--- config.mk ---
export PLATFORM = sky130hd
export DESIGN_NAME = fir_serial_ctrl
export DESIGN_NICKNAME = d
export VERILOG_FILES = /design/src/rtl/fir_pkg.sv /design/src/rtl/fir_coef_rf.sv /design/src/rtl/fir_serial_ctrl.sv
export SDC_FILE = /design/constraint.sdc
export NUM_CORES = 1
export LEC_CHECK = 0
export CORE_MARGIN = 4
export CORE_UTILIZATION = 63
export CTS_CLUSTER_DIAMETER = 100
export DETAILED_ROUTE_END_ITERATION = 12
export PLACE_DENSITY = 0.81
export SLEW_MARGIN = 40
export SYNTH_ARGS = -nofsm -noshare
export SYNTH_HDL_FRONTEND = slang
export SYNTH_SLANG_ARGS = --single-unit
--- constraint.sdc ---
create_clock -name i_clk -period 9.5 [get_ports i_clk]
set_input_delay 2.375 -clock i_clk [delete_from_list [all_inputs] [get_ports i_clk]]
set_output_delay 2.375 -clock i_clk [all_outputs]
set_load 0.01 [all_outputs]
--- src/rtl/fir_pkg.sv ---
// Shared constants, state encoding and reset coefficient set for the serial FIR.
package fir_pkg;

  localparam int NTAPS    = 16;
  localparam int DIN_W    = 10;
  localparam int COEF_W   = 8;
  localparam int ACC_W    = 22;
  localparam int DOUT_W   = 11;
  localparam int DOUT_LSB = 5;

  // Tap index / pointer width; the history ring relies on NTAPS being a power of two
  localparam int TAP_W  = $clog2(NTAPS);
  localparam int PROD_W = DIN_W + COEF_W;

  typedef enum logic [1:0] {
    IDLE = 2'd0,
    MAC  = 2'd1,
    OUT  = 2'd2
  } state_t;

  // Standard low-pass set, c0..c15 (sums to 64, so DC gain after the /32 slice is 2)
  localparam logic signed [COEF_W-1:0] DEF_COEF [NTAPS] = '{
    8'sd0,  8'sd0, 8'sd1,  -8'sd2, 8'sd2,  8'sd0, -8'sd7, 8'sd38,
    8'sd38, -8'sd7, 8'sd0, 8'sd2,  -8'sd2, 8'sd1, 8'sd0,  8'sd0
  };

endpackage

--- src/rtl/fir_coef_rf.sv ---
// Coefficient register file: one synchronous write port, one combinational
// read port, reloads the default low-pass set on reset.
module fir_coef_rf
  import fir_pkg::*;
(
  input  logic                     i_clk,
  input  logic                     i_rst,
  input  logic                     i_we,
  input  logic [TAP_W-1:0]         i_waddr,
  input  logic signed [COEF_W-1:0] i_wdata,
  input  logic [TAP_W-1:0]         i_raddr,
  output logic signed [COEF_W-1:0] o_rdata
);

  logic signed [COEF_W-1:0] r_mem [NTAPS];

  // Reset reload of the default set, otherwise single-port write
  always_ff @(posedge i_clk) begin
    if (i_rst) begin
      for (int i = 0; i < NTAPS; i++) begin
        r_mem[i] <= DEF_COEF[i];
      end
    end else if (i_we) begin
      r_mem[i_waddr] <= i_wdata;
    end
  end

  assign o_rdata = r_mem[i_raddr];

endmodule

--- src/rtl/fir_serial_ctrl.sv ---
// Time-multiplexed 16-tap FIR: sample history ring, single MAC stepped over
// all taps, valid/ready on both sides, runtime-writable coefficient bank.
module fir_serial_ctrl
  import fir_pkg::*;
(
  input  logic                     i_clk,
  input  logic                     i_rst,
  input  logic signed [DIN_W-1:0]  i_din,
  input  logic                     i_din_valid,
  output logic                     o_din_ready,
  output logic signed [DOUT_W-1:0] o_dout,
  output logic                     o_dout_valid,
  input  logic                     i_dout_ready,
  input  logic                     i_cfg_we,
  input  logic [3:0]               i_cfg_addr,
  input  logic signed [COEF_W-1:0] i_cfg_data,
  output logic                     o_cfg_err,
  output logic                     o_busy
);

  state_t                    r_state;
  state_t                    w_state_nxt;
  logic signed [DIN_W-1:0]   r_hist [NTAPS];
  logic [TAP_W-1:0]          r_wr_ptr;
  logic [TAP_W-1:0]          r_k;
  logic [TAP_W-1:0]          w_rd_idx;
  logic signed [ACC_W-1:0]   r_acc;
  logic signed [ACC_W-1:0]   w_acc_nxt;
  logic signed [PROD_W-1:0]  w_prod;
  logic signed [COEF_W-1:0]  w_coef;
  logic signed [DOUT_W-1:0]  r_dout;
  logic                      r_dout_valid;
  logic                      r_din_ready;
  logic                      r_busy;
  logic                      r_cfg_err;
  logic                      w_accept;
  logic                      w_cfg_wr;
  logic                      w_last_tap;
  logic                      w_din_ready_nxt;
  logic                      w_dout_valid_nxt;
  logic                      w_busy_nxt;

  assign w_accept   = (r_state == IDLE) && i_din_valid;
  assign w_cfg_wr   = (r_state == IDLE) && i_cfg_we;
  assign w_last_tap = (r_k == TAP_W'(NTAPS - 1));

  // Newest sample sits just behind the write pointer; tap k walks back in time
  assign w_rd_idx  = r_wr_ptr - TAP_W'(1) - r_k;
  assign w_prod    = r_hist[w_rd_idx] * w_coef;
  assign w_acc_nxt = r_acc + {{(ACC_W - PROD_W){w_prod[PROD_W-1]}}, w_prod};

  fir_coef_rf u_coef_rf (
    .i_clk   (i_clk),
    .i_rst   (i_rst),
    .i_we    (w_cfg_wr),
    .i_waddr (i_cfg_addr),
    .i_wdata (i_cfg_data),
    .i_raddr (r_k),
    .o_rdata (w_coef)
  );

  // FSM state register
  always_ff @(posedge i_clk) begin
    if (i_rst) begin
      r_state <= IDLE;
    end else begin
      r_state <= w_state_nxt;
    end
  end

  // FSM next-state logic
  always_comb begin
    w_state_nxt = r_state;
    case (r_state)
      IDLE:    w_state_nxt = w_accept ? MAC : IDLE;
      MAC:     w_state_nxt = w_last_tap ? OUT : MAC;
      OUT:     w_state_nxt = i_dout_ready ? IDLE : OUT;
      default: w_state_nxt = IDLE;
    endcase
  end

  // FSM outputs, decoded from the upcoming state so the registered copies track it
  always_comb begin
    w_din_ready_nxt  = (w_state_nxt == IDLE);
    w_dout_valid_nxt = (w_state_nxt == OUT);
    w_busy_nxt       = (w_state_nxt == MAC) || (w_state_nxt == OUT);
  end

  // Registered handshake/status outputs; a rejected write pulses the error flag
  always_ff @(posedge i_clk) begin
    if (i_rst) begin
      r_din_ready  <= 1'b1;
      r_dout_valid <= 1'b0;
      r_busy       <= 1'b0;
      r_cfg_err    <= 1'b0;
    end else begin
      r_din_ready  <= w_din_ready_nxt;
      r_dout_valid <= w_dout_valid_nxt;
      r_busy       <= w_busy_nxt;
      r_cfg_err    <= i_cfg_we && (r_state != IDLE);
    end
  end

  // Datapath: history capture, tap stepping, accumulation and result slice
  always_ff @(posedge i_clk) begin
    if (i_rst) begin
      for (int i = 0; i < NTAPS; i++) begin
        r_hist[i] <= '0;
      end
      r_wr_ptr <= '0;
      r_k      <= '0;
      r_acc    <= '0;
      r_dout   <= '0;
    end else begin
      case (r_state)
        IDLE: begin
          r_k   <= '0;
          r_acc <= '0;
          if (w_accept) begin
            r_hist[r_wr_ptr] <= i_din;
            r_wr_ptr         <= r_wr_ptr + TAP_W'(1);
          end
        end
        MAC: begin
          r_acc <= w_acc_nxt;
          r_k   <= r_k + TAP_W'(1);
          if (w_last_tap) begin
            r_dout <= w_acc_nxt[DOUT_LSB+DOUT_W-1:DOUT_LSB];
          end
        end
        default: begin
          r_k <= '0;
        end
      endcase
    end
  end

  assign o_din_ready  = r_din_ready;
  assign o_dout       = r_dout;
  assign o_dout_valid = r_dout_valid;
  assign o_cfg_err    = r_cfg_err;
  assign o_busy       = r_busy;

endmodule

; Word-level counts from Yosys, hierarchy flattened
; Memories as Yosys holds them, arrays and structs flattened. A register that Yosys moved wholly into a read port is not among the register bits.
; Cells that the tools add are included.
[totals]
register_bits = 47
inputBits = 27
ram_bits = 288
mem_count = 2
[memory_table]
columns = name, depth, width, read_ports, rd_clocked_by_memory_dff, write_ports, line_no
row1 = r_hist, 16, 10, 1, 0, 16, fir_serial_ctrl.sv:23  ; logic signed [DIN_W-1:0] r_hist [NTAPS];
row2 = u_coef_rf.r_mem, 16, 8, 1, 1, 16, fir_coef_rf.sv:15  ; logic signed [COEF_W-1:0] r_mem [NTAPS];
[classes]
eq_ne = 5
add_sub_neg = 5
reduce_logical = 13
muxes = 21
n_bitwise = 1
mul = 1
[op_table]
columns = op, count
row1 = 22-bit case mux with 2 select lines, 1
row2 = 22-bit adder, 1
row3 = 10-bit by 8-bit multiplier with 18-bit output, 1
row4 = 1-bit two-way mux, 12
row5 = 4-bit two-way mux, 3
row6 = 10-bit two-way mux, 1
row7 = 10-bit OR reduction, 1
row8 = "4-bit by 1-bit adder with 4-bit output, second input constant", 2
row9 = 8-bit two-way mux, 1
row10 = 8-bit OR reduction, 1
row11 = 2-bit case mux with 3 select lines, 1
row12 = "2-bit by 1-bit equality test with 1-bit output, second input constant", 2
row13 = "2-bit equality test, second input constant", 2
row14 = "4-bit equality test, second input constant", 1
row15 = 2-bit logical NOT, 2
row16 = 2-bit two-way mux, 2
row17 = 2-bit AND reduction, 2
row18 = 2-bit nonzero test, 2
row19 = "4-bit by 1-bit subtractor with 4-bit output, second input constant", 1
row20 = 4-bit subtractor, 1
row21 = 1-bit logical AND, 3
row22 = 2-bit OR reduction, 1
row23 = 1-bit logical OR, 1
row24 = 1-bit NOT, 1

; Logic depth before layout (Yosys ltp)
; Gate-level depths: netlist (run 1).
[logic_depth]
ltp_word = 8
ltp_mapped = 38
mapped_depth_nobuf = 33

; Modules after synthesis
; A second synthesis (run 1) with hierarchy kept.
[hier_totals]
hier_cells = 1427
hier_area_um2 = 18172.4
[by_module_without_submodules]
columns = mod, seq_area_each_um2, area_each_um2, cells_per_inst, n_inst
row1 = fir_serial_ctrl, 5625.4, 12314.3, 1036, 1
row2 = fir_coef_rf, 3843.7, 5858.1, 391, 1

; Worst setup path before layout (run 1)
; OpenSTA, ideal clock, no wires.
[synth_path]
path_kind = register to register
startpoint = reg r_k[0]
endpoint = reg r_acc[15]
path_slack_ps = 1389
t_required_ps = 9374
arrival_time_ps = 7985
setup_time_ps = 126
path_stages_with_launch = 36
n_path_buf = 5
synth_period_minus_slack_ps = 8111
cell_sequence = dfxtp_1 buf_6 buf_6 buf_2 inv_1 ha_1 inv_1 fa_1 buf_2 buf_1 mux4_2 mux2_2 a21oi_1 nor2_1 fa_1 inv_1 fa_1 inv_1 fa_1 inv_1 fa_1 inv_1 ha_1 nand2_1 o21ai_0 or4_1 a31o_2 xor2_1 ha_1 and3_1 nand2_1 o31a_1 o21ai_0 xnor2_1 a22oi_1 nor2_1
[synth_via]
elab_chain_len = 5
[synth_lines]
columns = item, line_no
row1 = from (decl), fir_serial_ctrl.sv:25  ; logic [TAP_W-1:0] r_k;
row2 = from (signal assigned), fir_serial_ctrl.sv:126  ; r_k <= r_k + TAP_W'(1);
row3 = 4-bit subtractor, fir_serial_ctrl.sv:48  ; assign w_rd_idx = r_wr_ptr - TAP_W'(1) - r_k;
row4 = memory read 16 x 10 bit, --
row5 = 10-bit by 8-bit multiplier with 18-bit output, fir_serial_ctrl.sv:49  ; assign w_prod = r_hist[w_rd_idx] * w_coef;
row6 = 22-bit adder, fir_serial_ctrl.sv:50  ; assign w_acc_nxt = r_acc + {{(ACC_W - PROD_W){w_prod[PROD_W-1]}}, w_prod};
row7 = 22-bit case mux with 2 select lines, fir_serial_ctrl.sv:115  ; case (r_state)
row8 = to (signal assigned), fir_serial_ctrl.sv:125  ; r_acc <= w_acc_nxt;
row9 = to (decl), fir_serial_ctrl.sv:27  ; logic signed [ACC_W-1:0] r_acc;
; No other way between the ends.
; A chain may end at the register's enable or synchronous reset.

; Worst setup path in the final report (run 1)
[layout_path]
startpoint = reg r_k[2]
endpoint = reg r_acc[15]
; The elaborated chain is that of the path after synthesis.

==> run_results.csv, run 1 <==
group,metric,value,unit
run_status,outcome,"completed",
drt,ant_nets,0,
place,io_buffers,41,
setup_path,cpPeakStageDelay,720,ps
synthesis,synth.distinct_cells,59,
setup_path,r2r_end,"r_acc[15]$_SDFFE_PP0P_",
sta,fmax,0.119,GHz
floorplan,row_count,62,
power_and_ir_drop,ir_drop,0.000184,V
drt,vias,11300,
synthesis,synth_compound_gate_area_share,3.19,%
cells_and_area,diodes,0,
drt,avgRoutedWirePerCell,21.1,um
cells_and_area,final_cell_mix,"edfxtp_1 (288), and2_1 (225), nor2_1 (130), inv_1 (108), mux4_2 (68)",
cells_and_area,layout-drive-gt1-share,14.6,%
clock_tree,cts_hold_buf,0,
floorplan,ios,42,
setup_path,rrSetupSlack,1100,ps
global_routing,grt_max_degree,75,
synthesis,synth-xor-area-share,1.65,%
hold_path,hp-class,"reg2reg",
clock_tree,cts_buffer_depth,3,
flow_run,drv_cap,0,
clock_tree,postCtsSetupBuffers,0,
floorplan,fp.dieArea,0.0319,mm2
clock_tree,tritoncts,"done",
setup_path,cp-start-kind,"register",
setup_path,cp-end-kind,"register",
cells_and_area,fin_nets,1620,
synthesis,syn-cell-area,0.0183,mm2
clock_tree,cts_buffers,36,
sta,setup_violations,0,
synthesis,postSynthCellCount,1465,
setup_path,cp.arrival,8770,ps
global_routing,grt_pass1_wl,63300,um
clock_tree,clk_latency,530,ps
clock_tree,htree_levels,2,
setup_path,crit_path_max_fanout,22,
global_routing,grt.busiest_layer,"met2",
sta,hold_viol_final,0,
sta,finClkSkew,20.1,ps
setup_path,worst-setup-path-type,"reg2reg",
synthesis,async_flop_share,0,%
synthesis,syn_area_per_cell,12.5,um2
floorplan,start_util,63.9,%
sta,report.final.slew_viol_count,0,
synthesis,yosys.area_share.simple,17.3,%
clock_tree,post_cts_resized,0,
hold_path,min_path_cells,2,
place,place_congestion,0.878,
global_routing,grt_pass1_vias,11600,
sta,slew_headroom,44.5,%
synthesis,ys.flop_type,"edfxtp_1",
cells_and_area,final_common_cell,"edfxtp_1",
clock_tree,clk_pin_slew_worst_paths,60,ps
drt,routed_wirelength,39700,um
global_routing,grt_use_met1,35.9,%
drt,post-route-drc-count,0,
hold_path,min_to,"o_dout[2]$_SDFFE_PP0P_",
drt,drt_iter0_markers,1100,
synthesis,synth_edf_count,288,
setup_path,path_buf_inv,6,
clock_tree,cts_root_buf,"clkbuf_16",
sta,fin_crit_sh,88.4,%
sta,rsz0062_at_grt,"false",
floorplan,die_x,179,um
floorplan,fp.dieH,179,um
global_routing,overflow,0,
global_routing,antenna_found_initial,1,
place,dp_hpwl,26500,um
global_routing,met2_usage,42.9,%
synthesis,synthAdderAreaFrac,10.5,%
drt,via_per_inst,6.00,
sta,worst_slew_pin_slew,832,ps
sta,finalCriticalPeriod,8400,ps
sta,setup_tns,0,ps
setup_path,worstPathRequired,9880,ps
setup_path,critPathSlowestCell,"and2_1",
sta,whs,454,ps
cells_and_area,area_growth,9.60,%
setup_path,cp_common_cell,"inv_1",
drt,drt-pass1-iter-count,5,
setup_path,cp_top_family,"adder cells",
floorplan,core-area,0.0287,mm2
clock_tree,cts_sinks,329,
synthesis,synthesis.nets,1609,
synthesis,ys_warn_count,0,
global_routing,grt_use_total,25.8,%
setup_path,reg2reg_from,"r_k[2]$_SDFF_PP0_",
hold_path,min_from,"o_dout[2]$_SDFFE_PP0P_",
global_routing,use_met3,4.03,%
synthesis,seq_area_frac_synth,51.6,%
power_and_ir_drop,p_leak,7.67,nW
synthesis,synth_top_family_by_area,"simple AND/OR/NAND/NOR gates",
power_and_ir_drop,p_per_area,235,mW/mm2
synthesis,ys_ff_latch,329,
synthesis,synth.area.mux_share,11.1,%
setup_path,r2r_cells,31,
[kinds of logic after synthesis]
logic type,count (synthesis)
AND/OR/NAND/NOR,588
XOR/XNOR,33
AO/OA/AOI/OAI,92
adder cells (fa/ha/maj),117
flip-flops,329
multiplexers,109
buffers and inverters,197
[per-layer routing]
layer  vias up  part of all wire [%]
li1       5125                     -
met1      5629                    40
met2       481                    50
met3        82                   7.4
met4         0                   2.7
met5         -                     0
[tightest hold or removal path: stages (launching register included)]
cell and delay [ps]:
dfxtp_1 300, nand2_1 50, a21oi_1 50
[final cells by class]
cell class / instances / area (um2)
sequential: 329 / 9470
fill: 1930 / 8600
multi-input combinational: 939 / 8050
clock buffer: 48 / 956
timing repair buffer: 62 / 588
tap: 384 / 480
inverter: 108 / 405
clock inverter: 16 / 151
[flip-flops by register name, summed over array words and instances, names as in the netlist, 2 cells and up]
name / flops
o_dout: 11
r_hist: 160
r_k: 4
r_state: 2
r_acc: 16
u_coef_rf.r_mem: 128
r_wr_ptr: 4
[metrics by stage]
step | setup WS [ps] | power, mW | std cells | utilization, % | area [um2]
3_3_place_gp | 1330 | 3.39 | 1822 | 66.1 | 19000
2_1_floorplan | 1390 | 3.08 | 1465 | - | 18300
6_report | 1100 | 4.73 | 1886 | 70.0 | 20100
5_1_grt | 413 | 5.05 | 1886 | 70.0 | 20100
3_5_place_dp | 1180 | 3.45 | 1822 | 66.2 | 19000
4_1_cts | 1150 | 4.75 | 1886 | 70.0 | 20100
[synthesized netlist by cell type, types with 11 or more instances]
library cell / count / area (um2)
or2_2: 52 / 325
nand2b_1: 24 / 150
mux2_2: 15 / 169
edfxtp_1: 288 / 8650
o21ai_0: 12 / 60.1
ha_1: 55 / 688
mux4_2: 68 / 1530
and2_1: 225 / 1410
nor2_1: 130 / 488
nand2_1: 53 / 199
or3_1: 23 / 144
xnor2_1: 22 / 193
buf_2: 11 / 55.1
clkbuf_1: 60 / 225
fa_1: 62 / 1240
a21oi_1: 32 / 160
nor3_1: 38 / 190
inv_1: 108 / 405
mux2i_1: 21 / 210
dfxtp_1: 41 / 821
[worst max path at each step]
stage / depth (start not counted) / endpoint / startpoint
CTS: 30 / r_acc[15]$_SDFFE_PP0P_ / r_wr_ptr[0]$_SDFFE_PP0P_
floorplan: 35 / r_acc[15]$_SDFFE_PP0P_ / r_k[0]$_SDFF_PP0_
finish: 31 / r_acc[15]$_SDFFE_PP0P_ / r_k[2]$_SDFF_PP0_
global route: 31 / o_dout[10]$_SDFFE_PP0P_ / r_k[2]$_SDFF_PP0_
detailed placement: 31 / r_acc[15]$_SDFFE_PP0P_ / r_wr_ptr[0]$_SDFFE_PP0P_
global placement: 30 / r_acc[15]$_SDFFE_PP0P_ / r_wr_ptr[0]$_SDFFE_PP0P_
[report_power, final]
part	internal (mW)	switching (mW)	total [mW]	leakage [nW]
combinational	0.762	1.00	1.76	3.91
clock	0.745	0.570	1.32	0.534
sequential	1.63	0.0248	1.65	3.23
No activity file was read; power rests on OpenSTA's default activity.
==> inputs of run 2 (changes only) <==
==> constraint.sdc (replaced) <==
create_clock -name i_clk -period 9.5 [get_ports i_clk]
set_input_delay 1.9 -clock i_clk [delete_from_list [all_inputs] [get_ports i_clk]]
set_output_delay 1.9 -clock i_clk [all_outputs]
set_load 0.01 [all_outputs]
==> results of run 2 <==
Final layout, timing and power as in run 1 (identical DEF).
==> inputs of run 3 (changes only) <==
Settings changed: CORE_UTILIZATION 63 to 57, PLACE_DENSITY 0.81 to 0.77, REMOVE_ABC_BUFFERS set to 1.
Clock period 9.5 ns to 7.1 ns, I/O delays scaled along.
==> run 3 against run 2 <==
  * The run now ends with setup timing left
  * Register-to-register slack got worse by 1200 ps
  * Global-route usage down 2.0 points
  * Sequential power rose by 34%
  * Critical path depth is 2 higher
  * Combinational power increased by 80%
  * Final cell count is 5.6% higher
  * Power increased by 54%
  * Clock skew rose by 2.5 ps
  * Flip-flop and latch count stayed put
  * First-iteration DRC count is 5.1% lower
==> run_results.csv, run 3 (synthesized netlist as in run 1, its figures left out) <==
group,metric,value,unit
global_routing,met2_usage,41.5,%
drt,avgRoutedWirePerCell,21.0,um
clock_tree,cts_buffer_depth,3,
sta,report.final.slew_viol_count,0,
cells_and_area,final_cell_mix,"edfxtp_1 (288), and2_1 (224), nor2_1 (121), inv_1 (102), buf_4 (95)",
setup_path,crit_path_max_fanout,8,
clock_tree,cts_root_buf,"clkbuf_16",
floorplan,fp.dieH,187,um
cells_and_area,reg_top3,"r_hist (160), u_coef_rf.r_mem (128), r_acc (16)",
cells_and_area,area_growth,16.0,%
sta,setup_violations,6,
clock_tree,htree_levels,2,
power_and_ir_drop,p_leak,8.22,nW
power_and_ir_drop,p_per_area,343,mW/mm2
place,dp_hpwl,27900,um
floorplan,start_util,58.0,%
clock_tree,tritoncts,"done",
clock_tree,clk_pin_slew_worst_paths,60,ps
sta,setup_ws,-85.3,ps
floorplan,fp.dieArea,0.0351,mm2
sta,worst_slew_pin_slew,816,ps
hold_path,hp-class,"reg2reg",
drt,routed_wirelength,41800,um
setup_path,critPathSlowestCell,"fa_2",
drt,vias,11700,
setup_path,cpPeakStageDelay,660,ps
cells_and_area,layout-drive-gt1-share,22.9,%
setup_path,cp.arrival,7630,ps
flow_run,drv_cap,0,
global_routing,grt.busiest_layer,"met2",
global_routing,antenna_found_initial,1,
power_and_ir_drop,ir_drop,0.000436,V
clock_tree,cts_sinks,329,
sta,fin_crit_sh,101,%
global_routing,use_met3,3.21,%
sta,fmax,0.139,GHz
clock_tree,cts_hold_buf,0,
floorplan,die_x,187,um
setup_path,cp-end-kind,"register",
drt,drt_iter0_markers,1044,
sta,rsz0062_at_grt,"true",
run_status,violations,"setup timing",
clock_tree,clk_latency,530,ps
setup_path,cp_common_cell,"inv_2",
global_routing,grt_max_degree,67,
floorplan,core-area,0.0316,mm2
global_routing,overflow,0,
floorplan,row_count,65,
global_routing,grt_use_met1,31.7,%
drt,post-route-drc-count,0,
place,place_congestion,0.850,
setup_path,worst-setup-path-type,"reg2reg",
cells_and_area,largest_register_ffs,160,
setup_path,cp-start-kind,"register",
power_and_ir_drop,power,7.30,mW
drt,drt-pass1-iter-count,6,
place,dpl_worst_slack,-445,ps
cells_and_area,fin_nets,1706,
clock_tree,cts_buffers,35,
sta,finalCriticalPeriod,7190,ps
drt,via_per_inst,5.86,
run_status,outcome,"complete, but fails checks",
place,io_buffers,41,
sta,hold_viol_final,0,
cells_and_area,max_flop_register,"r_hist",
setup_path,worstPathRequired,7540,ps
floorplan,ios,42,
global_routing,grt_use_total,23.9,%
cells_and_area,diodes,0,
cells_and_area,final_common_cell,"edfxtp_1",
sta,finClkSkew,22.6,ps
drt,ant_nets,0,
global_routing,grt_pass1_wl,66000,um
global_routing,grt_pass1_vias,12100,
sta,slew_headroom,45.6,%
## run 3: cell types whose count changed in the layout (fill, tap and decap cells not counted), moves of 5 or more
| cell | previous run | this run |
|---|---|---|
| inv_1 | 108 | 102 |
| nor2_1 | 130 | 121 |
| buf_6 | 0 | 5 |
| mux2i_1 | 21 | 15 |
| buf_4 | 19 | 95 |
| a21oi_1 | 32 | 20 |
| a21oi_4 | 0 | 5 |
| clkbuf_1 | 11 | 3 |
| clkinv_1 | 2 | 9 |
| inv_2 | 0 | 6 |
| a21oi_2 | 1 | 8 |
| nor2_2 | 0 | 8 |
## run 3: worst paths after layout
kind	cells after the start	slack, ps	startpoint	end
min reg2reg	2	450	o_dout[2]$_SDFFE_PP0P_	o_dout[2]$_SDFFE_PP0P_
min	2	450	o_dout[2]$_SDFFE_PP0P_	o_dout[2]$_SDFFE_PP0P_
max reg2reg	33	-90	r_k[0]$_SDFF_PP0_	o_dout[10]$_SDFFE_PP0P_
max	33	-90	r_k[0]$_SDFF_PP0_	o_dout[10]$_SDFFE_PP0P_
## run 3: per-stage QoR
stage	hold slack, ps	util, %	instances	area (um2)	setup TNS, ps
CTS	456	66.8	1985	21100	-133
global route	475	67.3	1991	21300	-2170
floorplan	432	-	1376	17900	-36910
global placement	445	61.9	1911	19600	-1400
detailed placement	449	61.9	1911	19600	-2720
finish	454	67.3	1991	21300	-289
## run 3: worst max-delay path, delay by kind of cell, from the launching register on
| family | cells | cell delay (ps) |
|---|---|---|
| xor gates and xnor gates | 2 | 290 |
| AOI/OAI and AO/OA | 6 | 1030 |
| DFF | 1 | 320 |
| muxes | 2 | 530 |
| adders and majority gates | 8 | 3420 |
| and+or+nand+nor | 7 | 940 |
| buffers and inverters | 8 | 570 |
## run 3: per-layer routing
metal | share of wire [%] | vias up
li1 | - | 5296
met1 | 38 | 5853
met2 | 52 | 426
met3 | 7.2 | 84
met4 | 2.7 | 0
met5 | 0 | -
## run 3: where the power goes
part / internal, mW / total, mW / switching (mW)
logic: 1.52 / 3.16 / 1.64
registers: 2.18 / 2.21 / 0.0318
clock network: 1.17 / 1.93 / 0.759
total: 4.87 / 7.30 / 2.43
## run 3: layout make-up
class / instances / area [um2]
well taps: 402 / 503
clock inverters: 21 / 243
flip-flops and latches: 329 / 9470
inverters: 108 / 405
clock buffers: 43 / 978
fillers: 2146 / 10400
repair buffers: 149 / 1340
multi-input cells: 939 / 8340
## run 3: timing repair
| action | 4_1_cts | 5_1_grt |
|---|---|---|
| gates cloned | 1 | 0 |
| endpoints found under the setup margin | 8 | 11 |
| pin swaps | 13 | 21 |
| resized for setup | 57 | 26 |
| buffers inserted | 9 | 6 |
==> patch 1, RTL diff (flow settings as in run 2) <==
Remove the register `r_cfg_err`: a continuous assignment takes its place, so the output `o_cfg_err` follows one clock earlier.
--- a/src/rtl/fir_serial_ctrl.sv
+++ b/src/rtl/fir_serial_ctrl.sv
@@ -92,14 +92,14 @@
       r_din_ready  <= 1'b1;
       r_dout_valid <= 1'b0;
       r_busy       <= 1'b0;
-      r_cfg_err    <= 1'b0;
     end else begin
       r_din_ready  <= w_din_ready_nxt;
       r_dout_valid <= w_dout_valid_nxt;
       r_busy       <= w_busy_nxt;
-      r_cfg_err    <= i_cfg_we && (r_state != IDLE);
     end
   end
+
+  assign r_cfg_err = i_cfg_we && (r_state != IDLE);
 
   // Datapath: history capture, tap stepping, accumulation and result slice
   always_ff @(posedge i_clk) begin
Formal check against the unedited RTL: not equivalent (Yosys sat finds a counterexample within 4 cycles, from zero or initial values and one cycle with i_rst high).
==> patch 1 against run 2 <==
- synthesized cell count barely moved
- hold slack barely moved
- area after synthesis fell by 0.20%
- critical path depth fell by 1
- cell area fell by 0.26%
- setup slack got worse by 0.19 ns
- first-iteration DRC count fell by 1.8%
- sequential cell count fell by 1
- wire length fell by 0.62%
- power rose by 4.2%
- count of clock-buffer cells in the layout fell by 2
==> patch 1: results (changes against run 2) <==
stage	metric	value	unit	change
place	hpwl dp	26.5	mm	about the same
route	antenna-violating nets left	0		unchanged
clocking	clock slew at reported path FFs	0.06	ns	about the same
timing	fmax	116	MHz	was 119 MHz
synthesis	EDFF count, synth	288		unchanged
synthesis	adder-cell share of the synthesized area	0.105		about the same
run_status	status	finished clean		unchanged
clocking	post_cts resized	0		unchanged
finish	share of cells above drive strength 1	0.144		was 0.146
flow_run	max-cap violations	0		unchanged
clocking	H-tree Lvls	2		unchanged
synthesis	mux cell area share after synthesis	0.111		about the same
synthesis	Synth Instances	1464		was 1465
setup_path	worst-case reg-to-reg path depth	30		was 31
grt	first-pass GRT wire length	62.6	mm	was 63.3 mm
synthesis	post-synthesis sequential area ratio	0.516		about the same
grt	initial antenna violation count	0		was 1
power	Pleak	7.63	nW	was 7.67 nW
clocking	Root Driver	clkbuf_16		unchanged
synthesis	Synth Area in XOR/XNOR	0.0165		about the same
route	DR pass1 iterations	5		unchanged
setup_path	critical path peak fanout	29		was 22
place	gpl congestion	0.877		was 0.878
route	Vias	11300		about the same
grt	largest net degree at the start of global routing	75		unchanged
clocking	worst skew pair latency	0.51	ns	was 0.53 ns
synthesis	main flop type after synthesis	edfxtp_1		unchanged
synthesis	Post-synth top cells	edfxtp_1, and2_1, nor2_1		unchanged
synthesis	Synth area leaders	edfxtp_1, mux4_2, and2_1, fa_1, dfxtp_1		unchanged
grt	total gr overflow	0		unchanged
clocking	CTS buffer count	36		unchanged
route	post-DR wirelength/cell	20.9	µm	was 21.1 µm
timing	Worst-Margin Slew	0.887	ns	was 0.832 ns
setup_path	CP Capture Point	r_acc[15]$_SDFFE_PP0P_		unchanged
grt	vias in the first global route	11600		about the same
clocking	CTS max path bufs	3		unchanged
setup_path	Critical-path top delay cell	fa_2		was and2_1
hold_path	Hold Path Class	flop to flop		unchanged
synthesis	Synth async-reset ratio	0		unchanged
place	# placed instances	1821		was 1822
route	1st-iter DRT viols	1080		was 1100
clocking	Post-CTS Setup Repair Bufs	0		unchanged
timing	clk_skew	0.0201	ns	about the same
finish	nets	1619		was 1620
setup_path	Critical Path AT	8.96	ns	was 8.77 ns
place	pre-CTS setup slack	0.942	ns	was 1.18 ns
setup_path	register-to-register setup slack	0.91	ns	was 1.10 ns
synthesis	YS warnings	0		unchanged
route	vias per cell	5.99		was 6.00
synthesis	Unique masters post-synth	58		was 59
finish	n_diodes	0		unchanged
floorplan	Core ar.	28700	µm²	unchanged
finish	registers with the most flip-flops	r_hist: 160 flops, u_coef_rf.r_mem: 128 flops, r_acc: 16 flops		unchanged
setup_path	CP max stage delay	0.73	ns	
place	post-placement cell area	18900	µm²	was 19000 µm²
power	Worst VDD drop	0.000196	V	was 0.000184 V
grt	global-route usage over all layers	0.255		was 0.258
place	I/O Buffers	41		unchanged
setup_path	Setup crit start	r_wr_ptr[0]$_SDFFE_PP0P_		was r_k[2]$_SDFF_PP0_
synthesis	Compound-Gate Fraction of Synth Area	0.0320		was 0.0319
patch 1: how the worst min path moves through the flow:
stage | startpoint | slack [ns] | depth (start not counted) | end
3_3_place_gp | r_acc[14]$_SDFFE_PP0P_ | 0.44 | 2 | r_acc[14]$_SDFFE_PP0P_
3_5_place_dp | o_dout[2]$_SDFFE_PP0P_ | 0.45 | 2 | o_dout[2]$_SDFFE_PP0P_
5_1_grt | o_dout[2]$_SDFFE_PP0P_ | 0.48 | 2 | o_dout[2]$_SDFFE_PP0P_
2_1_floorplan | r_acc[14]$_SDFFE_PP0P_ | 0.43 | 2 | r_acc[14]$_SDFFE_PP0P_
4_1_cts | o_dout[2]$_SDFFE_PP0P_ | 0.46 | 2 | o_dout[2]$_SDFFE_PP0P_
6_report | o_dout[2]$_SDFFE_PP0P_ | 0.45 | 2 | o_dout[2]$_SDFFE_PP0P_
patch 1: critical path: cells and delay by family, from the launching register on:
kind,cells,cell delay [ns]
flops,1,0.45
fa+ha+maj,8,3.64
simple gates,6,0.98
xor+xnor,2,0.27
buf+inv,6,0.73
compound gates,6,1.68
mux,2,0.66
patch 1: per-layer routing:
layer  global-route usage  routed length (µm)  vias to the layer above  share of wire
li1                     -                   -                     5117              -
met1                0.350               15900                     5642           0.40
met2                0.428               19800                      454           0.50
met3               0.0362                2720                       82          0.069
met4               0.0771                1090                        0          0.028
met5                    0                   0                        -              0
patch 1: power by group:
part           switching (W)  internal, W  total, W
logic                0.00111     0.000851   0.00196
clock network       0.000563     0.000764   0.00133
registers          0.0000234      0.00162   0.00165
total                0.00169      0.00324   0.00493
patch 1: final cells by class:
type	instances	area [µm²]
Multi-Input combinational cell	939	8040
Clock buffer	46	948
Clock inverter	18	155
Inverter	109	409
Sequential cell	328	9450
Fill cell	1944	8650
Timing Repair Buffer	61	568
Tap cell	384	480
==> patch 2, RTL diff (config.mk and constraints of run 2) <==
Without the edit above. The 3 states of `state_t` get a one-hot encoding in 3 bits.
--- a/src/rtl/fir_pkg.sv
+++ b/src/rtl/fir_pkg.sv
@@ -12,10 +12,10 @@
   localparam int TAP_W  = $clog2(NTAPS);
   localparam int PROD_W = DIN_W + COEF_W;
 
-  typedef enum logic [1:0] {
-    IDLE = 2'd0,
-    MAC  = 2'd1,
-    OUT  = 2'd2
+  typedef enum logic [2:0] {
+    IDLE = 3'b001,
+    MAC  = 3'b010,
+    OUT  = 3'b100
   } state_t;
 
   // Standard low-pass set, c0..c15 (sums to 64, so DC gain after the /32 slice is 2)
Function: same outputs for any inputs over 10 cycles, from zero or initial values and one cycle with i_rst high; not proved beyond that.
==> patch 2 against run 2 <==
- area after synthesis fell by 0.53%
- via count rose by 0.19%
- power shrank 2.9%
- cell count rose by 0.58%
- cell area shrank 0.36%
- sequential cell count up 1
- setup slack got worse by 0.045 ns
- wire length decreased by 1.2%
- largest cell class unchanged
- largest power group unchanged
==> patch 2: results (changes against run 2) <==
stage	metric	value	unit	change
grt	global-route usage over all layers	0.258		about the same
route	DR pass1 iterations	5		unchanged
setup_path	Critical Path AT	8.84	ns	was 8.77 ns
synthesis	post-synthesis sequential area ratio	0.520		was 0.516
synthesis	YS warnings	0		unchanged
route	vias per cell	5.98		was 6.00
power	Worst VDD drop	0.000172	V	was 0.000184 V
synthesis	EDFF count, synth	288		unchanged
grt	vias in the first global route	11900		was 11600
grt	largest net degree at the start of global routing	62		was 75
clocking	post_cts resized	0		unchanged
power	Pleak	7.55	nW	was 7.67 nW
synthesis	Synth async-reset ratio	0		unchanged
clocking	CTS buffer count	36		unchanged
clocking	clock slew at reported path FFs	0.06	ns	about the same
clocking	worst skew pair latency	0.53	ns	about the same
clocking	Root Driver	clkbuf_16		unchanged
synthesis	Post-synth top cells	edfxtp_1, and2_1, inv_1		was edfxtp_1, and2_1, nor2_1
finish	share of cells above drive strength 1	0.136		was 0.146
place	I/O Buffers	41		unchanged
route	Met2 Wirelength	19.5	mm	was 20.0 mm
hold_path	Hold Path Class	flop to flop		unchanged
route	drt total wl	39.2	mm	was 39.7 mm
route	Routed met3 length	3.41	mm	was 2.92 mm
grt	total gr overflow	0		unchanged
grt	first-pass GRT wire length	63.2	mm	was 63.3 mm
timing	Worst-Margin Slew	0.812	ns	was 0.832 ns
place	hpwl dp	26.3	mm	was 26.5 mm
timing	clk_skew	0.0305	ns	was 0.0201 ns
route	Met1 Wirelength	15.3	mm	was 15.7 mm
clocking	Post-CTS Setup Repair Bufs	0		unchanged
place	gpl congestion	0.858		was 0.878
route	1st-iter DRT viols	1064		was 1100
setup_path	CP max stage delay	0.91	ns	was 0.72 ns
finish	# fillers	1891		was 1930
setup_path	critical path peak fanout	21		was 22
finish	n_diodes	0		unchanged
synthesis	Unique masters post-synth	52		was 59
grt	initial antenna violation count	0		was 1
synthesis	Synth area leaders	edfxtp_1, and2_1, mux4_2, fa_1, dfxtp_1		was edfxtp_1, mux4_2, and2_1, fa_1, dfxtp_1
setup_path	Critical-path top delay cell	fa_2		was and2_1
finish	commonest non-fill, non-tap cell in the layout	edfxtp_1		unchanged
synthesis	syn nets	1620		was 1609
run_status	status	finished clean		unchanged
clocking	H-tree Lvls	2		unchanged
patch 2: cell count changes in the layout (fill, tap and decap cells not counted), moves of 5 or more:
cell,run 2,this run
nor3_1,37,22
or3_1,23,29
a21oi_1,32,47
mux2i_1,21,7
a22o_1,2,9
a22oi_1,7,2
xnor2_1,22,28
mux2_2,15,6
nor2_1,130,99
and2_1,225,247
nand2_1,53,96
patch 2: metrics by stage:
| step | setup slack [ns] | hold slack [ns] | cells | utilization | cell area (µm²) |
|---|---|---|---|---|---|
| floorplan | 1.50 | 0.432 | 1478 | - | 18200 |
| global placement | 1.41 | 0.441 | 1835 | 0.661 | 18900 |
| detailed placement | 1.15 | 0.450 | 1835 | 0.662 | 19000 |
| CTS | 1.05 | 0.457 | 1897 | 0.699 | 20000 |
| global route | 0.468 | 0.488 | 1897 | 0.700 | 20000 |
| finish | 1.06 | 0.457 | 1897 | 0.700 | 20000 |
patch 2: power by group:
group / leakage, nW / switching [W] / internal (W) / total, W
logic: 3.84 / 0.000950 / 0.000733 / 0.00168
clock network: 0.515 / 0.000551 / 0.000722 / 0.00127
registers: 3.19 / 0.0000191 / 0.00162 / 0.00164
total: 7.55 / 0.00152 / 0.00308 / 0.00460
patch 2: layer usage:
layer  global-route usage  vias to the layer above
met5                    0                        -
met4               0.0768                        0
met3               0.0500                       76
met2                0.424                      459
met1                0.354                     5648
li1                     -                     5156
patch 2: worst max-delay path: cells and delay by family (launching register included):
family                     cells  cell delay [ns]
DFF                            1             0.44
and+or+nand+nor                6             0.81
muxes                          1             0.35
adders and majority gates      8             3.88
buffers and inverters          6             0.66
AOI/OAI and AO/OA              8             2.02
xor gates and xnor gates       1             0.12
patch 2: layout make-up:
type | instances | share of cell area
sequential | 330 | 0.474
multi-input combinational | 957 | 0.402
tap | 384 | 0.0240
timing repair buffer | 57 | 0.0269
inverter | 107 | 0.0201
clock buffer | 46 | 0.0484
clock inverter | 16 | 0.00444
patch 2: final timing paths:
kind	start	endpoint	slack, ns	cells after the start
max reg2reg	r_wr_ptr[0]$_SDFFE_PP0P_	r_acc[15]$_SDFFE_PP0P_	1.06	30
min	o_dout[1]$_SDFFE_PP0P_	o_dout[1]$_SDFFE_PP0P_	0.46	2
max	r_wr_ptr[0]$_SDFFE_PP0P_	r_acc[15]$_SDFFE_PP0P_	1.06	30
min reg2reg	o_dout[1]$_SDFFE_PP0P_	o_dout[1]$_SDFFE_PP0P_	0.46	2
patch 2: cell families (layout without fill, tap and decap cells):
group,Yosys count,after routing,share of synthesized area
AO/OA/AOI/OAI,107,107,0.0364
XOR/XNOR,38,38,0.0190
adder cells (fa/ha/maj),115,115,0.104
buffers and inverters,191,226,0.0406
flip-flops,330,330,0.520
multiplexers,86,86,0.0987
AND/OR/NAND/NOR,611,611,0.181
